### src/rtl/alsu_sink_pkg.sv
// Shared types and helpers for the ALSU result sink: FIFO entry layout and
// the saturating accumulate used by the statistics path.
package alsu_sink_pkg;

  localparam int RESULT_W = 6;
  localparam int LEDS_W   = 16;

  typedef struct packed {
    logic                       err;
    logic signed [RESULT_W-1:0] result;
  } sink_entry_t;

  // Operands arrive sign-extended to 32 bits; w is the real accumulator width.
  function automatic logic signed [31:0] sat_add(input logic signed [31:0] acc,
                                                 input logic signed [31:0] val,
                                                 input int                 w);
    logic signed [31:0] sum;
    logic signed [31:0] hi;
    logic signed [31:0] lo;
    sum = acc + val;
    hi  = (32'sd1 <<< (w - 1)) - 32'sd1;
    lo  = -(32'sd1 <<< (w - 1));
    if (sum > hi)      return hi;
    else if (sum < lo) return lo;
    else               return sum;
  endfunction

endpackage

### src/rtl/alsu_sink_fifo.sv
// First-word-fall-through FIFO for sink entries. Accepts a push while full
// only when the head is popped in the same cycle; otherwise the push is dropped.
module alsu_sink_fifo
  import alsu_sink_pkg::*;
#(
  parameter int DEPTH = 8
) (
  input  logic                     clk,
  input  logic                     rst,
  input  logic                     push_req_i,
  input  sink_entry_t              wr_data_i,
  input  logic                     rd_ready_i,
  output logic                     rd_valid_o,
  output sink_entry_t              rd_data_o,
  output logic                     accept_o,
  output logic                     drop_o,
  output logic [$clog2(DEPTH):0]   level_o
);

  localparam int AW = $clog2(DEPTH);
  localparam logic [AW:0] FULL_LVL = {1'b1, {AW{1'b0}}};

  logic [AW:0] wr_q, wr_d;
  logic [AW:0] rd_q, rd_d;
  sink_entry_t mem_q [DEPTH];
  logic        full;
  logic        pop;

  // Pointers carry one extra bit so the difference distinguishes full from empty.
  assign level_o    = wr_q - rd_q;
  assign full       = (level_o == FULL_LVL);
  assign rd_valid_o = (level_o != '0);
  assign pop        = rd_valid_o && rd_ready_i;
  assign accept_o   = push_req_i && (!full || pop);
  assign drop_o     = push_req_i && full && !pop;
  assign rd_data_o  = rd_valid_o ? mem_q[rd_q[AW-1:0]] : '0;

  always_comb begin
    wr_d = wr_q;
    rd_d = rd_q;
    if (accept_o) wr_d = wr_q + (AW+1)'(1);
    if (pop)      rd_d = rd_q + (AW+1)'(1);
  end

  always_ff @(posedge clk or posedge rst) begin
    if (rst) begin
      wr_q <= '0;
      rd_q <= '0;
    end else begin
      wr_q <= wr_d;
      rd_q <= rd_d;
    end
  end

  always_ff @(posedge clk) begin
    if (accept_o) mem_q[wr_q[AW-1:0]] <= wr_data_i;
  end

endmodule

### src/rtl/alsu_result_sink.sv
// Consumer of registered ALSU results: flags samples taken across an LED
// change, buffers them in a FWFT FIFO and keeps saturating statistics.
module alsu_result_sink
  import alsu_sink_pkg::*;
#(
  parameter int DEPTH = 8,
  parameter int ACC_W = 12,
  parameter int CNT_W = 8
) (
  input  logic                       clk,
  input  logic                       rst,
  input  logic                       in_valid,
  input  logic signed [RESULT_W-1:0] out,
  input  logic [LEDS_W-1:0]          leds,
  input  logic                       clear,
  output logic                       m_valid,
  input  logic                       m_ready,
  output logic signed [RESULT_W-1:0] m_result,
  output logic                       m_err,
  output logic signed [ACC_W-1:0]    acc,
  output logic [CNT_W-1:0]           sample_cnt,
  output logic [CNT_W-1:0]           err_cnt,
  output logic [CNT_W-1:0]           drop_cnt,
  output logic                       dropped,
  output logic [$clog2(DEPTH):0]     level
);

  logic [LEDS_W-1:0]       leds_prev_q;
  logic signed [ACC_W-1:0] acc_q, acc_d;
  logic [CNT_W-1:0]        sample_q, sample_d;
  logic [CNT_W-1:0]        err_cnt_q, err_cnt_d;
  logic [CNT_W-1:0]        drop_q, drop_d;
  logic                    dropped_q, dropped_d;
  logic                    err;
  logic                    accept;
  logic                    drop;
  sink_entry_t             wr_entry;
  sink_entry_t             head;

  function automatic logic [CNT_W-1:0] sat_inc(input logic [CNT_W-1:0] c);
    return (&c) ? c : c + CNT_W'(1);
  endfunction

  // The ALSU toggles its LED bank on an invalid op, so any change marks the sample.
  assign err               = (leds != leds_prev_q);
  assign wr_entry.err      = err;
  assign wr_entry.result   = out;

  alsu_sink_fifo #(.DEPTH(DEPTH)) u_fifo (
    .clk        (clk),
    .rst        (rst),
    .push_req_i (in_valid),
    .wr_data_i  (wr_entry),
    .rd_ready_i (m_ready),
    .rd_valid_o (m_valid),
    .rd_data_o  (head),
    .accept_o   (accept),
    .drop_o     (drop),
    .level_o    (level)
  );

  assign m_result = head.result;
  assign m_err    = head.err;

  // clear wins over a same-cycle update; the FIFO still takes the push.
  always_comb begin
    acc_d     = acc_q;
    sample_d  = sample_q;
    err_cnt_d = err_cnt_q;
    drop_d    = drop_q;
    dropped_d = dropped_q;
    if (clear) begin
      acc_d     = '0;
      sample_d  = '0;
      err_cnt_d = '0;
      drop_d    = '0;
      dropped_d = 1'b0;
    end else begin
      if (accept) begin
        sample_d = sat_inc(sample_q);
        if (err) err_cnt_d = sat_inc(err_cnt_q);
        else     acc_d     = ACC_W'(sat_add(32'(acc_q), 32'(out), ACC_W));
      end
      if (drop) begin
        drop_d    = sat_inc(drop_q);
        dropped_d = 1'b1;
      end
    end
  end

  always_ff @(posedge clk or posedge rst) begin
    if (rst) begin
      leds_prev_q <= '0;
      acc_q       <= '0;
      sample_q    <= '0;
      err_cnt_q   <= '0;
      drop_q      <= '0;
      dropped_q   <= 1'b0;
    end else begin
      leds_prev_q <= leds;
      acc_q       <= acc_d;
      sample_q    <= sample_d;
      err_cnt_q   <= err_cnt_d;
      drop_q      <= drop_d;
      dropped_q   <= dropped_d;
    end
  end

  assign acc        = acc_q;
  assign sample_cnt = sample_q;
  assign err_cnt    = err_cnt_q;
  assign drop_cnt   = drop_q;
  assign dropped    = dropped_q;

endmodule

### config.mk
export PLATFORM = sky130hd
export DESIGN_NAME = alsu_result_sink
export DESIGN_NICKNAME = d
export VERILOG_FILES = /design/src/rtl/alsu_sink_pkg.sv /design/src/rtl/alsu_sink_fifo.sv /design/src/rtl/alsu_result_sink.sv
export SDC_FILE = /design/constraint.sdc
export NUM_CORES = 1
export LEC_CHECK = 0
export CAP_MARGIN = 20
export CORE_UTILIZATION = 30
export DETAILED_ROUTE_END_ITERATION = 10
export PLACE_DENSITY_LB_ADDON = 0.2
export SKIP_LAST_GASP = 1
export SYNTH_ARGS = -nofsm -noshare
export SYNTH_HDL_FRONTEND = slang
export SYNTH_SLANG_ARGS = --single-unit
### constraint.sdc
create_clock -name clk -period 9.8 [get_ports clk]
set_input_delay 1.96 -clock clk [delete_from_list [all_inputs] [get_ports clk]]
set_output_delay 1.96 -clock clk [all_outputs]
set_load 0.02 [all_outputs]
==> metrics.md <==
| Metric | Value |
|---|---|
| Status | `completed` |
| CTS Buf Count | `17` |
| Starting Density | `0.3063` |
| Die width | `140.4 um` |
| Sw frac | `0.3400` |
| Die Y | `between 100 and 150 um` |
| Commonest cells after routing, fill and taps aside | `clkdlybuf4s50_1 (75), dfrtp_1 (61), edfxtp_1 (56)` |
| Avg WL per Cell | `16.64 um` |
| Ys flop type | `dfrtp_1` |
| Slew @ Worst Pin | `between 1000 and 1500 ps` |
| Final cell count without fillers | `798` |
| Setup slack, reg-to-reg | `6000 ps` |
| Final hold vios | `0` |
| Total Wirelength | `approximately 13000 um` |
| Met2 Usage GRT | `0.2334` |
| Sink Count | `117` |
| Cell leakage power | `between 2 and 3 nW` |
| First-pass detailed-route iteration total | `4` |
| Synthesized area per cell | `12.44 sq um` |
| # Post-CTS Setup Buffers | `0` |
| Hold Crit Class | `reg2reg` |
| Final nets | `600` |
| Layout cells sized above 1 | `0.1241` |
| I/O Buffers | `75` |
| Sequential power share | `0.343` |
| Area grow syn2layout | `28.94%` |
| Cell count after placement | `764` |
| Initial DRC count | `approximately 180` |
| Setup tns final | `0 ps` |
| Clock tree from TritonCTS | `yes` |
| Clock Tree Buf Depth | `2` |
| Cell Area, Synth | `between 5000 and 6000 sq um` |
| CTS Hold Buffers Added | `0` |
| Vias in the first global route | `4126` |
| Met1 Resource Use GR | `0.1853` |
| RSZ-0062 raised after global routing | `no` |
| Sequential area share after synthesis | `0.5580` |
| Final Skew | `~11 ps` |
| Pre-CTS WS | `4498 ps` |
| Final Setup Violations | `0` |
| Syn_nets | `511` |
| Slew headroom | `0.3264` |
| Yosys warnings | `0` |
| Largest net degree at the start of global routing | `between 60 and 70` |
| Worst EP required | `7840 ps` |
| Clock group share of total power | `0.327` |
| First-pass GRT wire length | `21870 um` |
| Routed Antenna Nets | `0` |
| Reg clk slew, reported paths | `around 60 ps` |
| DIE AREA | `19720 sq um` |
| Fillers | `1794` |
| Startpoint types | `register` |
| Hold slack | `483.6 ps` |
| Total GRT Usage | `0.1451` |
| Crit path time final | `~5600 ps` |
| Routing usage on met3 | `0.04239` |
| Distinct cell type count after synthesis | `62` |
| H-Tree Depth | `4` |
| Diode count | `0` |
| Max Slew Vio Count | `0` |
| Clk_lat worst skew | `410 ps` |
| Via count | `3972` |
| Core ar. | `18770 sq um` |
| RePlAce Congestion | `0.7951` |
| Post-Syn Instances | `roughly 460` |
| Clock root cell | `clkbuf_16` |
| Period utilization | `0.5670` |
| Busiest layer in global routing | `met2` |
| Final setup margin | `4243 ps` |
| Setup Crit Path Kind | `reg2out` |
| Post-synth EDFFs | `56` |
| Residual DRC | `0` |
| Worst IR drop on VDD | `0.0001248 V` |
| P_sw | `0.0006390 W` |
| # rows | `50` |
| Power per Cell Area | `253.5 nW/um^2` |
| Combinational group share of total power | `0.330` |
| Hpwl dp | `between 9000 and 10000 um` |
| Async SR Flop Fraction | `0.5214` |
| Synth Register Bits | `about 120` |
| WP data arrival | `3600 ps` |
| Most common cell after layout, fill and taps aside | `clkdlybuf4s50_1` |
| Fmax | `around 180 MHz` |
| Worst-path fanout max | `19` |
| Max Cap Viol | `0` |
| Int Pwr | `approximately 0.0012 W` |
| Initial antenna violation count | `0` |
| CP endpoint kind | `output pin` |
| Vias per inst | `4.977` |
| GRT Residual Overflow | `0` |
| Cts repair resizes | `0` |
| Final core occ | `0.3950` |
| Top Ports | `76` |
final cells by class:
type / count / area [sq um] / share of cell area
multi-input cells: 309 / 2404 / 0.3242
inverters: 21 / 78.83 / 0.01063
repair buffers: 85 / 845.8 / 0.1141
clock buffers: 17 / 425.4 / 0.05738
well taps: 234 / 292.8 / 0.03949
clock inverters: 15 / 158.9 / 0.02143
flip-flops and latches: 117 / 3208 / 0.4327
cells by family after synthesis:
logic type | synth area share
flops | 0.5580
compound gates | 0.09750
buf+inv | 0.02394
fa+ha+maj | 0.05049
simple gates | 0.1380
xor+xnor | 0.06246
mux | 0.06964
sequential cells by signal, summed over array words and instances (netlist names):
signal and count:
leds_prev_q 16, u_fifo.rd_q 4, sample_cnt 8, u_fifo.mem_q 56
acc 12, err_cnt 8, dropped 1, drop_cnt 8
u_fifo.wr_q 4
power groups by stage:
stage / registers (W) / logic, W / clock network (W)
3_3_place_gp: 0.000664 / 0.000591 / 0
2_1_floorplan: 0.000622 / 0.000405 / 0
5_1_grt: 0.000655 / 0.000679 / 0.000651
3_5_place_dp: 0.000667 / 0.000600 / 0
6_report: 0.000644 / 0.000621 / 0.000615
4_1_cts: 0.000658 / 0.000603 / 0.000633
layer usage:
metal / up-vias / routed length (um) / part of all wire
li1: 1908 / - / -
met1: 1976 / 6320 / 0.48
met2: 74 / 6279 / 0.47
met3: 14 / 497 / 0.037
met4: 0 / 179 / 0.013
met5: - / 0 / 0
through the flow:
| step | total power [W] | cell area [sq um] |
|---|---|---|
| 5_1_grt | 0.001985 | 7413 |
| 2_1_floorplan | 0.001027 | 5749 |
| 3_5_place_dp | 0.001267 | 6794 |
| 4_1_cts | 0.001894 | 7378 |
| 6_report | 0.001880 | 7413 |
| 3_3_place_gp | 0.001255 | 6794 |
worst paths after layout:
| path | from | end | cells past startpoint |
|---|---|---|---|
| hold / removal | u_fifo.wr_q[3] | u_fifo.wr_q[3] | 1 |
| min in group asynchronous | rst | acc[9] | 3 |
| setup reg to reg | u_fifo.rd_q[1] | u_fifo.mem_q[7][5] | 7 |
| max in group asynchronous | rst | drop_cnt[3] | 3 |
| setup / recovery | u_fifo.rd_q[1] | m_result[1] | 7 |
| hold reg to reg | u_fifo.wr_q[3] | u_fifo.wr_q[3] | 1 |
critical path, stage by stage (launching register included):
cell	delay, ps
dfrtp_1	900
inv_1	100
ha_1	320
and3b_1	180
o21ai_0	470
a21oi_1	330
a21oi_1	240
clkdlybuf4s50_1	660
cell usage after synthesis, types with 3 or more instances:
| cell type | number | area [sq um] |
|---|---|---|
| mux4_2 | 14 | 315.3 |
| nand3_1 | 14 | 70.07 |
| nand2_1 | 33 | 123.9 |
| nor2b_1 | 5 | 31.28 |
| dfrtp_1 | 61 | 1526 |
| nand4_1 | 7 | 43.79 |
| a22o_1 | 7 | 61.31 |
| or3_1 | 3 | 18.77 |
| o211ai_1 | 8 | 60.06 |
| ha_1 | 20 | 250.2 |
| a21oi_1 | 20 | 100.1 |
| o21ai_0 | 13 | 65.06 |
| nand3b_1 | 8 | 60.06 |
| inv_1 | 20 | 75.07 |
| a21o_1 | 5 | 37.54 |
| nor3_1 | 10 | 50.05 |
| nor3b_1 | 6 | 45.04 |
| edfxtp_1 | 56 | 1682 |
| a221o_1 | 4 | 40.04 |
| nor2_1 | 34 | 127.6 |
| clkbuf_1 | 11 | 41.29 |
| xor2_1 | 8 | 70.07 |
| and3_1 | 7 | 43.79 |
| xnor2_1 | 33 | 289.0 |
| mux2i_1 | 4 | 40.04 |
No activity file was read; power rests on OpenSTA's default activity.
